File: src/rtl/alu_arbiter.sv
// Round-robin arbiter sharing one external combinational ALU between two requesters.
// It registers the operands, then returns the result on one response channel tagged with the requester id.
module alu_arbiter #(
  parameter int DW   = 4,
  parameter int OPW  = 3,
  parameter int RW   = 2 * DW,
  parameter int CNTW = 8
) (
  input  logic            clk,
  input  logic            rst,
  input  logic            req0_valid,
  input  logic [DW-1:0]   req0_a,
  input  logic [DW-1:0]   req0_b,
  input  logic [OPW-1:0]  req0_op,
  output logic            req0_ready,
  input  logic            req1_valid,
  input  logic [DW-1:0]   req1_a,
  input  logic [DW-1:0]   req1_b,
  input  logic [OPW-1:0]  req1_op,
  output logic            req1_ready,
  output logic [DW-1:0]   alu_a,
  output logic [DW-1:0]   alu_b,
  output logic [OPW-1:0]  alu_op,
  input  logic [RW-1:0]   alu_rslt,
  output logic            rsp_valid,
  output logic            rsp_id,
  output logic [RW-1:0]   rsp_rslt,
  input  logic            rsp_ready,
  output logic [CNTW-1:0] done_cnt
);

  typedef enum logic [1:0] {
    IDLE = 2'd0,
    EXEC = 2'd1,
    RESP = 2'd2
  } state_e;

  state_e          state_q, state_d;
  logic            rr_last_q, rr_last_d;
  logic [DW-1:0]   alu_a_q, alu_a_d;
  logic [DW-1:0]   alu_b_q, alu_b_d;
  logic [OPW-1:0]  alu_op_q, alu_op_d;
  logic            rsp_valid_q, rsp_valid_d;
  logic            rsp_id_q, rsp_id_d;
  logic [RW-1:0]   rsp_rslt_q, rsp_rslt_d;
  logic [CNTW-1:0] done_cnt_q, done_cnt_d;

  logic grant_vld;
  logic grant_id;

  // On a tie the requester opposite the last winner is granted.
  always_comb begin
    grant_vld = req0_valid | req1_valid;
    grant_id  = (req0_valid && req1_valid) ? ~rr_last_q : req1_valid;
  end

  assign req0_ready = !rst && (state_q == IDLE) && grant_vld && !grant_id;
  assign req1_ready = !rst && (state_q == IDLE) && grant_vld &&  grant_id;

  // NOTE: every _d gets a default (hold) first, so no path leaves a value
  // unassigned and no latch is inferred; blocking '=' is correct in always_comb.
  always_comb begin
    state_d     = state_q;
    rr_last_d   = rr_last_q;
    alu_a_d     = alu_a_q;
    alu_b_d     = alu_b_q;
    alu_op_d    = alu_op_q;
    rsp_valid_d = rsp_valid_q;
    rsp_id_d    = rsp_id_q;
    rsp_rslt_d  = rsp_rslt_q;
    done_cnt_d  = done_cnt_q;
    case (state_q)
      IDLE: begin
        if (grant_vld) begin
          alu_a_d   = grant_id ? req1_a  : req0_a;
          alu_b_d   = grant_id ? req1_b  : req0_b;
          alu_op_d  = grant_id ? req1_op : req0_op;
          rsp_id_d  = grant_id;
          rr_last_d = grant_id;
          state_d   = EXEC;
        end
      end
      EXEC: begin
        rsp_rslt_d  = alu_rslt;
        rsp_valid_d = 1'b1;
        state_d     = RESP;
      end
      RESP: begin
        if (rsp_valid_q && rsp_ready) begin
          rsp_valid_d = 1'b0;
          done_cnt_d  = done_cnt_q + CNTW'(1);
          state_d     = IDLE;
        end
      end
      default: begin
        rsp_valid_d = 1'b0;
        state_d     = IDLE;
      end
    endcase
  end

  // NOTE: sequential state uses non-blocking '<=' so every flop samples the
  // pre-edge values regardless of statement order.
  always_ff @(posedge clk) begin
    if (rst) begin
      state_q     <= IDLE;
      rr_last_q   <= 1'b1;
      alu_a_q     <= '0;
      alu_b_q     <= '0;
      alu_op_q    <= '0;
      rsp_valid_q <= 1'b0;
      rsp_id_q    <= 1'b0;
      rsp_rslt_q  <= '0;
      done_cnt_q  <= '0;
    end else begin
      state_q     <= state_d;
      rr_last_q   <= rr_last_d;
      alu_a_q     <= alu_a_d;
      alu_b_q     <= alu_b_d;
      alu_op_q    <= alu_op_d;
      rsp_valid_q <= rsp_valid_d;
      rsp_id_q    <= rsp_id_d;
      rsp_rslt_q  <= rsp_rslt_d;
      done_cnt_q  <= done_cnt_d;
    end
  end

  assign alu_a     = alu_a_q;
  assign alu_b     = alu_b_q;
  assign alu_op    = alu_op_q;
  assign rsp_valid = rsp_valid_q;
  assign rsp_id    = rsp_id_q;
  assign rsp_rslt  = rsp_rslt_q;
  assign done_cnt  = done_cnt_q;

endmodule

File: config.mk
export PLATFORM = sky130hd
export DESIGN_NAME = alu_arbiter
export DESIGN_NICKNAME = d
export VERILOG_FILES = /design/src/rtl/alu_arbiter.sv
export SDC_FILE = /design/constraint.sdc
export NUM_CORES = 1
export LEC_CHECK = 0
export BUFFER_PORTS_ARGS = -buffer_cell sky130_fd_sc_hd__buf_4
export CAP_MARGIN = 20
export CORE_MARGIN = 3
export CORE_UTILIZATION = 44
export DETAILED_ROUTE_END_ITERATION = 12
export GPL_TIMING_DRIVEN = 0
export PLACE_DENSITY = 0.82
export SLEW_MARGIN = 10
export SYNTH_ARGS = -nofsm -noshare
export SYNTH_HDL_FRONTEND = slang
export SYNTH_SLANG_ARGS = --single-unit
File: constraint.sdc
create_clock -name clk -period 1.66 [get_ports clk]
set_input_delay 0.166 -clock clk [delete_from_list [all_inputs] [get_ports clk]]
set_output_delay 0.166 -clock clk [all_outputs]
set_load 0.01 [all_outputs]
[Yosys cells after proc, flatten, opt, wreduce, memory -nomap -nowiden]
Cells that the tools add are included.
Cells by class
  $add $sub $neg: 1
  equality and inequality tests: 4
  bitwise logic cells: 3
  mux-type cells: 9
  reduce and logical (&&, ||, !) cells: 13
Operators by type and width (number)
  adder 8 x 1 -> 8 bit (second input constant): 1
  two-way mux 4 bit: 2
  AND reduction 2 bit: 4
  logical AND 1 bit: 6
  one-hot mux 2 bit (3 select lines): 1
  two-way mux 2 bit: 2
  != test 2 bit (second input constant): 2
  two-way mux 3 bit: 1
  one-hot mux 1 bit (3 select lines): 1
  equality test 2 x 1 -> 1 bit (second input constant): 1
  equality test 2 bit (second input constant): 1
  zero test 1 bit: 2
  zero test 2 bit: 1
  two-way mux 1 bit: 2
  inverter 1 bit: 2
  bitwise OR 1 bit: 1
Storage, ports and cells
  register bits after elaboration: 32
  bits of input ports: 35

[Longest topological paths before layout]
Gate-level depths: netlist of the first run.
  word-level depth: 4
  gate-level depth with buffers: 4

[Worst setup path before layout of the first run]
OpenSTA, ideal clock, no wires.
  kind: register to register
  start: reg rsp_valid_q (netlist: rsp_valid)
  end: reg done_cnt_q[4] (netlist: done_cnt[4])
  period minus slack after synthesis: 1367 ps
  setup slack: 293 ps
  data required time: 1590 ps
  cell stages (with the launch flop): 5
  data arrival time: 1297 ps
  buffers on the path: 1
  cell sequence: dfxtp_1 nand4b_4 buf_6 or4_1 a21oi_1
On the way
  longest elaborated chain between the ends: 2
RTL lines
  start, declared: RTL line 43  | logic rsp_valid_q, rsp_valid_d;
  start signal, assigned: RTL line 121  | rsp_valid_q <= rsp_valid_d;
  logical AND 1 bit: RTL line 89  | if (rsp_valid_q && rsp_ready) begin
  AND reduction 2 bit (no source line)
  end signal, assigned: RTL line 124  | done_cnt_q <= done_cnt_d;
  end, declared: RTL line 46  | logic [CNTW-1:0] done_cnt_q, done_cnt_d;
No other way between the ends.
A chain may end at the register's enable or synchronous reset.

[Worst setup path after layout of the first run]
  start: reg state_q[0]
  end: out req1_ready
On the way
  longest elaborated chain between the ends: 4
RTL lines
  start, declared: RTL line 38  | state_e state_q, state_d;
  start signal, assigned: RTL line 116  | state_q <= state_d;
  zero test 2 bit: RTL line 58  | assign req1_ready = !rst && (state_q == IDLE) && grant_vld && grant_id;
  logical AND 1 bit (3 in a row): RTL line 58
  end, declared: RTL line 20  | output logic req1_ready,
No other way between the ends.

==> metrics.cfg, run 1 <==
[yosys]
syn_area_um2 = 1320
synth_xor_area_frac = 0.00666
synth-simple-area-share = 0.252
yosys_warnings = 0
synth_top_area_frac = 0.487
synth-seq-area-share = 0.487
synthAdderAreaFrac = 0.00951
syn_nets = 175
synth_top_family_by_area = simple AND/OR/NAND/NOR gates
ys_ff_latch = 32
synth_top_area_cell = dfxtp_1
synth_cell_type_count = 29
postSynthCellCount = 139
synth_compound_area_frac = 0.192
avgSynthCellArea_um2 = 9.46
synthMuxAreaShare = 0.00761
ys_top_cells_by_area = dfxtp_1 49%, a221o_1 8.4%, and4_1 7.3%

[timing]
period_needed_ps = 1590
relSlewSlack = 0.690
tightest_slew_ps = 464
slew_viol_final = 0
clock.fmax_mhz = 628
finalSetupTns_ps = 0
hold_violations = 0
min_period_over_period = 0.959
skew_ps = 11.2
rsz0062_at_grt = yes
setup_violations = 0

[place]
hpwl_um = 2710
gp_congestion = 0.788
io_buffers = 65
place_inst = 235

[global_routing]
grt_overflow = 0
grt_start_max_net_pins = 12
grt_usage = 0.219
grt_first_pass_wirelength_um = 5920
antenna_found_initial = 0
grt_pass1_vias = 1317

[final_layout]
finalNonFillerCells = 248
final_common_cell = buf_4
final_util = 0.712
final_cell_mix = 71 x buf_4, 30 x dfxtp_1, 21 x nand2_1
drive_above_1_share = 0.410
area_growth_pct = 52.0
antenna_cells = 0
nFillCells = 224
layout.nets = 252

[clock_tree]
insertion_delay_ps = 340
cts_tree = done
clkSinkCount = 32
clk_pin_slew_ps = 110
hold_buffers = 0
clk_path_buf_depth = 2
htreeDepth = 2
cts_buffers = 5
cts-root-buf = clkbuf_4

[floorplanning]
die-area_um2 = 3680
fp.dieW_um = 60.7
start_util = 0.469
boundaryPins = 66
num_rows = 19
core-area_um2 = 2810
die_h_um = 60.7

[worst_setup_path]
cp-startpoint = state_q[0]$_SDFFE_PP0P_
r2r-start = rsp_valid$_SDFFE_PP0P_
cp_data_required_time_ps = 1490
crit_path_end_kind = primary output
crit_type = reg -> out
crit_fanout = 5
critPathArrivalTime_ps = 1430
start_kind = register

[power]
p_comb_frac = 0.197
ir_worst_vdd_mv = 0.649
powerDensity_nw_per_um2 = 912
p_sw_w = 0.000479
p_leak_nw = 0.911
pwr-share-seq = 0.478
p_int_w = 0.00134
clockPowerShare = 0.325
switching_share = 0.263

[routing]
ant_nets = 0
detail_route.first_pass.iterations = 4
drc = 0
viasPerCell = 5.52
drt-total-wl_um = 3680
vias = 1369
wl_per_cell_um = 14.8
drt_iter0_drc = 78

[run_status]
status = complete, no violations

[min_path]
worstHoldPathType = in -> reg
min_from = req0_a[1]

[run]
max_cap_violations = 0

-- sequential cells by signal (all words and copies together), names as in the netlist --
signal,cells
alu_a,4
alu_b,4
alu_op,3
done_cnt,8
rr_last_q,1
rsp_id,1
rsp_rslt,8
rsp_valid,1
state_q,2
-- Yosys cell counts --
| cell | instances |
|---|---|
| nand3b_1 | 1 |
| clkbuf_1 | 7 |
| nand2_1 | 21 |
| a221o_1 | 11 |
| nand4b_4 | 1 |
| ha_1 | 1 |
| o21ai_0 | 1 |
| and2_1 | 1 |
| nor3_1 | 2 |
| and3_1 | 2 |
| inv_1 | 3 |
| buf_6 | 1 |
| nand4_1 | 1 |
| a21o_1 | 1 |
| or3_1 | 1 |
| and2b_1 | 1 |
| or2_2 | 1 |
| o21a_1 | 1 |
| dfxtp_1 | 32 |
| and4_1 | 11 |
| nand2b_1 | 2 |
| o31ai_1 | 5 |
| nand3_1 | 1 |
| or4_1 | 5 |
| a21oi_1 | 17 |
| nor2_1 | 4 |
| buf_2 | 2 |
| xor2_1 | 1 |
| mux2i_1 | 1 |
-- timing repair --
action	CTS	global route
endpoints found under the setup margin	2	2
pin swaps	1	2
resized for setup	11	1
setup buffers	1	5
-- cells by family after synthesis --
family          Yosys count
simple gates             55
compound gates           36
flops                    32
buf+inv                  13
xor+xnor                  1
mux                       1
fa+ha+maj                 1
-- power groups by stage --
stage / Combinational, W / Clock (W) / Sequential, W
floorplan: 0.000125 / 0 / 0.000902
global placement: 0.000314 / 0 / 0.000882
detailed placement: 0.000325 / 0 / 0.000885
CTS: 0.000343 / 0.000602 / 0.000873
global route: 0.000394 / 0.000644 / 0.000879
finish: 0.000359 / 0.000593 / 0.000871
-- metal layers --
metal  part of all wire  vias up  wire, um  GRT usage
li1                   -      675         -          -
met1               0.41      628      1500      0.249
met2               0.50       58      1830      0.377
met3              0.078        8       288     0.0638
met4              0.019        0        69      0.102
met5                  0        -         0          0
-- metrics by stage --
stage                     setup WS (ps)  cell area (um^2)  power, W  hold WS [ps]
final                              67.5              2000   0.00182          39.9
after global routing              -4.69              2000   0.00192          30.1
after CTS                          4.66              1970   0.00182          34.9
after detailed placement          -32.9              1840   0.00121           396
after global placement             55.7              1840   0.00120           390
after floorplan                     293              1320   0.00103           302
-- critical path, stage by stage, from the launching register on --
cell and delay, ps:
dfxtp_4 380, nor3_4 230, clkbuf_8 180, and3_4 180, buf_4 110
-- layout make-up --
class,count,area (um^2),share of cell area
plain buffers,9,52.6,0.0263
clock buffers,5,37.5,0.0188
clock inverters,3,42.5,0.0213
inverters,3,11.3,0.00564
multi-input cells,94,637,0.319
flip-flops and latches,32,646,0.323
well taps,31,38.8,0.0194
repair buffers,71,533,0.267
-- worst paths after layout --
| path | end | slack [ps] | depth (start not counted) |
|---|---|---|---|
| worst max register to register | done_cnt[4]$_SDFFE_PP0P_ | 150 | 4 |
| worst min-delay path | alu_a[1]$_SDFFE_PP0P_ | 40 | 2 |
| worst max-delay path | req1_ready | 70 | 4 |
| worst min register to register | rsp_rslt[6]$_SDFFE_PP0P_ | 470 | 2 |
Note: power is estimated with default switching activity, not from simulation.
==> inputs of run 2 (changes only) <==
- RECOVER_POWER: not set -> 50
- clock period: 1.66 -> 1.7 ns (I/O delays scaled with it)
==> metrics.cfg, run 2 (synthesized netlist as in run 1, its figures left out) <==
[final_layout]
finish.instance_area_um2 = 1950
final_common_cell = buf_4
drive_above_1_share = 0.392
layout.nets = 247
final_cell_mix = 66 x buf_4, 30 x dfxtp_1, 21 x nand2_1
antenna_cells = 0
area_growth_pct = 48.5

[worst_setup_path]
r2r-start = rsp_valid$_SDFFE_PP0P_
cp-startpoint = state_q[0]$_SDFFE_PP0P_
crit_fanout = 10
crit_type = reg -> out
critPathArrivalTime_ps = 1420
start_kind = register
cp_data_required_time_ps = 1530
crit_path_end_kind = primary output

[routing]
viasPerCell = 5.47
detail_route.first_pass.iterations = 4
vias = 1328
drt-total-wl_um = 3590
wl_per_cell_um = 14.8
ant_nets = 0
drt_iter0_drc = 80
drc = 0

[global_routing]
grt_overflow = 0
grt_start_max_net_pins = 12
grt_pass1_vias = 1309
antenna_found_initial = 0
grt_usage = 0.217
grt_first_pass_wirelength_um = 5860

[place]
gp_congestion = 0.788
place_ws_ps = 3.07
dpl_cell_area_um2 = 1840
io_buffers = 65
hpwl_um = 2710

[floorplanning]
core-area_um2 = 2810
start_util = 0.469
die-area_um2 = 3680
boundaryPins = 66
num_rows = 19
fp.dieW_um = 60.7
die_h_um = 60.7

[power]
p_leak_nw = 0.886
clockPowerShare = 0.329
p_sw_w = 0.000461
p_comb_frac = 0.187
powerDensity_nw_per_um2 = 900
p_int_w = 0.00130
pwr-share-seq = 0.485
ir_worst_vdd_mv = 0.626
switching_share = 0.262
finalPower_w = 0.00176

[timing]
fin_ws_ps = 111
setup_violations = 0
hold_violations = 0
rsz0062_at_grt = no
period_needed_ps = 1590
tightest_slew_ps = 461
relSlewSlack = 0.693
finalSetupTns_ps = 0
skew_ps = 12.3
clock.fmax_mhz = 629
slew_viol_final = 0
fin_hold_ws_ps = 42.6
min_period_over_period = 0.935

[run_status]
status = complete, no violations

[run]
max_cap_violations = 0

[min_path]
min_from = req0_a[1]
worstHoldPathType = in -> reg

[clock_tree]
clk_path_buf_depth = 2
insertion_delay_ps = 340
clkSinkCount = 32
hold_buffers = 0
cts_buffers = 5
cts-root-buf = clkbuf_4
clk_pin_slew_ps = 110
cts_tree = done
htreeDepth = 2

[run 2: cell types whose count changed in the layout (fill, tap and decap cells not counted)]
cell	change
buf_4	-5
buf_6	+1
and3_4	-1
clkbuf_8	-1
and3_1	+1
[run 2: layer usage]
layer	part of all wire	track usage
met1	0.41	0.248
met2	0.49	0.376
met3	0.079	0.0617
met4	0.014	0.0929
met5	0	0
[run 2: worst paths after layout]
check | to | slack (ps) | cells past startpoint
max | req1_ready | 110 | 4
max reg2reg | done_cnt[4]$_SDFFE_PP0P_ | 190 | 4
min reg2reg | rsp_rslt[6]$_SDFFE_PP0P_ | 470 | 2
min | alu_a[1]$_SDFFE_PP0P_ | 40 | 2
[run 2: power by group through the flow]
stage / clock network, W / logic, W / registers, W
final: 0.000578 / 0.000328 / 0.000852
after global routing: 0.000629 / 0.000362 / 0.000861
after CTS: 0.000588 / 0.000330 / 0.000852
after detailed placement: 0 / 0.000318 / 0.000864
after global placement: 0 / 0.000307 / 0.000861
after floorplan: 0 / 0.000122 / 0.000881
[run 2: area by class of cell]
| cell class | instances | area [um^2] |
|---|---|---|
| clock buffer | 5 | 37.5 |
| inverter | 3 | 11.3 |
| tap | 31 | 38.8 |
| sequential | 32 | 646 |
| timing repair buffer | 66 | 495 |
| buffer | 9 | 50.0 |
| fill | 236 | 852 |
| clock inverter | 3 | 42.5 |
| multi-input combinational | 94 | 632 |
[run 2: stage by stage]
step | instances | utilization
4_1_cts | 244 | 0.696
6_report | 243 | 0.696
5_1_grt | 243 | 0.696
2_1_floorplan | 139 | -
3_3_place_gp | 235 | 0.657
3_5_place_dp | 235 | 0.657
[run 2: what timing repair did]
item / 4_1_cts / 5_1_grt
setup buffers: 1 / 0
pin swaps: 1 / 1
setup endpoints to repair: 2 / 3
gates resized for setup: 7 / 4
[run 2: worst max-delay path, stage by stage, from the launching register on]
cell and delay [ps]:
dfxtp_4 390, nor3_4 220, buf_6 160, and3_1 190, buf_4 130
==> inputs of run 3 (changes only) <==
- BUFFER_PORTS_ARGS: -buffer_cell sky130_fd_sc_hd__buf_4 -> not set
- CORE_UTILIZATION: 44 -> 60
- DONT_BUFFER_PORTS: not set -> 1
- PLACE_DENSITY: 0.82 -> 0.87
==> metrics.cfg, run 3 (synthesized netlist as in run 1, its figures left out) <==
[run_status]
status = complete, no violations

[worst_setup_path]
cp-startpoint = state_q[1]$_SDFFE_PP0P_
cp_data_required_time_ps = 1530
crit_path_end = req1_ready
critPathArrivalTime_ps = 1390
reg2reg_to = done_cnt[4]$_SDFFE_PP0P_
crit_fanout = 10
r2r_slack_ps = 170
r2r-start = rsp_valid$_SDFFE_PP0P_
crit_path_end_kind = primary output
crit_type = reg -> out
start_kind = register
reg2reg_depth = 4

[place]
place_inst = 166
place_ws_ps = 115
io_buffers = 0
gp_congestion = 0.685
hpwl_um = 2170

[run]
max_cap_violations = 0

[floorplanning]
start_util = 0.650
boundaryPins = 66
num_rows = 16
core-area_um2 = 2020
die-area_um2 = 2790
die_h_um = 52.8
fp.dieW_um = 52.8

[timing]
slew_viol_final = 0
period_needed_ps = 1560
tightest_slew_ps = 439
relSlewSlack = 0.707
finalSetupTns_ps = 0
min_period_over_period = 0.918
skew_ps = 9.84
clock.fmax_mhz = 641
rsz0062_at_grt = no
hold_violations = 0
fin_ws_ps = 139
setup_violations = 0

[power]
ir_worst_vdd_mv = 0.824
finalPower_w = 0.00155
p_leak_nw = 0.630
powerDensity_nw_per_um2 = 948

[routing]
drc = 0
wl_per_cell_um = 17.5
detail_route.first_pass.iterations = 4
viasPerCell = 6.27
vias = 1216
drt_iter0_drc = 21
ant_nets = 0
drt-total-wl_um = 3400

[min_path]
whs_path_depth = 3
worstHoldPathType = in -> reg

[global_routing]
grt_first_pass_wirelength_um = 5310
grt_usage = 0.267
grt_overflow = 0
grt_start_max_net_pins = 11
antenna_found_initial = 0
grt_pass1_vias = 1191

[final_layout]
final_common_cell = dfxtp_1
layout.nets = 202
drive_above_1_share = 0.0958
antenna_cells = 0
finalNonFillerCells = 194
final_cell_mix = 31 x dfxtp_1, 21 x nand2_1, 20 x dlygate4sd3_1
nFillCells = 122
final_util = 0.809
area_growth_pct = 24.4

[clock_tree]
clk_path_buf_depth = 2
htreeDepth = 2
insertion_delay_ps = 330
clk_pin_slew_ps = 100
cts_tree = done
cts_buffers = 5
cts-root-buf = clkbuf_4
clkSinkCount = 32

## run 3: final cells by class
type	instances	area (um^2)	area share
Tap cell	27	33.8	0.0207
Inverter	3	11.3	0.00689
Sequential cell	32	642	0.393
Timing Repair Buffer	20	200	0.122
Buffer	10	53.8	0.0329
Clock buffer	7	55.1	0.0337
Clock inverter	1	7.51	0.00459
Multi-Input combinational cell	94	632	0.386
## run 3: worst max-delay path, stage by stage (launching register included)
cell and delay (ps):
dfxtp_2 390, nor3_4 240, buf_4 190, and3_1 230
## run 3: where the power goes
group          internal [W]  switching [W]
Clock              0.000202       0.000265
Sequential         0.000807      0.0000757
Combinational      0.000104      0.0000952
Total               0.00111       0.000436
## run 3: per-stage QoR
stage               area (um^2)  hold WS (ps)
finish                     1640          34.8
global route               1640          36.4
CTS                        1630          35.7
detailed placement         1350           312
global placement           1350           309
floorplan                  1320           306
## run 3: metal layers
| layer | share of wire | global-route usage |
|---|---|---|
| met1 | 0.38 | 0.281 |
| met2 | 0.52 | 0.457 |
| met3 | 0.081 | 0.0940 |
| met4 | 0.019 | 0.149 |
| met5 | 0 | 0 |
## run 3: worst min path at each step
stage	startpoint	to
after floorplan	alu_rslt[0]	rsp_rslt[0]$_SDFFE_PP0P_
after global placement	alu_rslt[1]	rsp_rslt[1]$_SDFFE_PP0P_
after detailed placement	req0_b[3]	alu_b[3]$_SDFFE_PP0P_
after CTS	rsp_ready	state_q[1]$_SDFFE_PP0P_
after global routing	rsp_ready	state_q[1]$_SDFFE_PP0P_
final	rsp_ready	state_q[1]$_SDFFE_PP0P_
## run 3: timing repair
item                                   4_1_cts  5_1_grt
buffers inserted                             0        0
gates cloned                                 0        0
pin swaps                                    0        1
setup endpoints to repair                    2        3
hold buffers                                20        0
resized for setup                            4        5
endpoints found under the hold margin       20        0
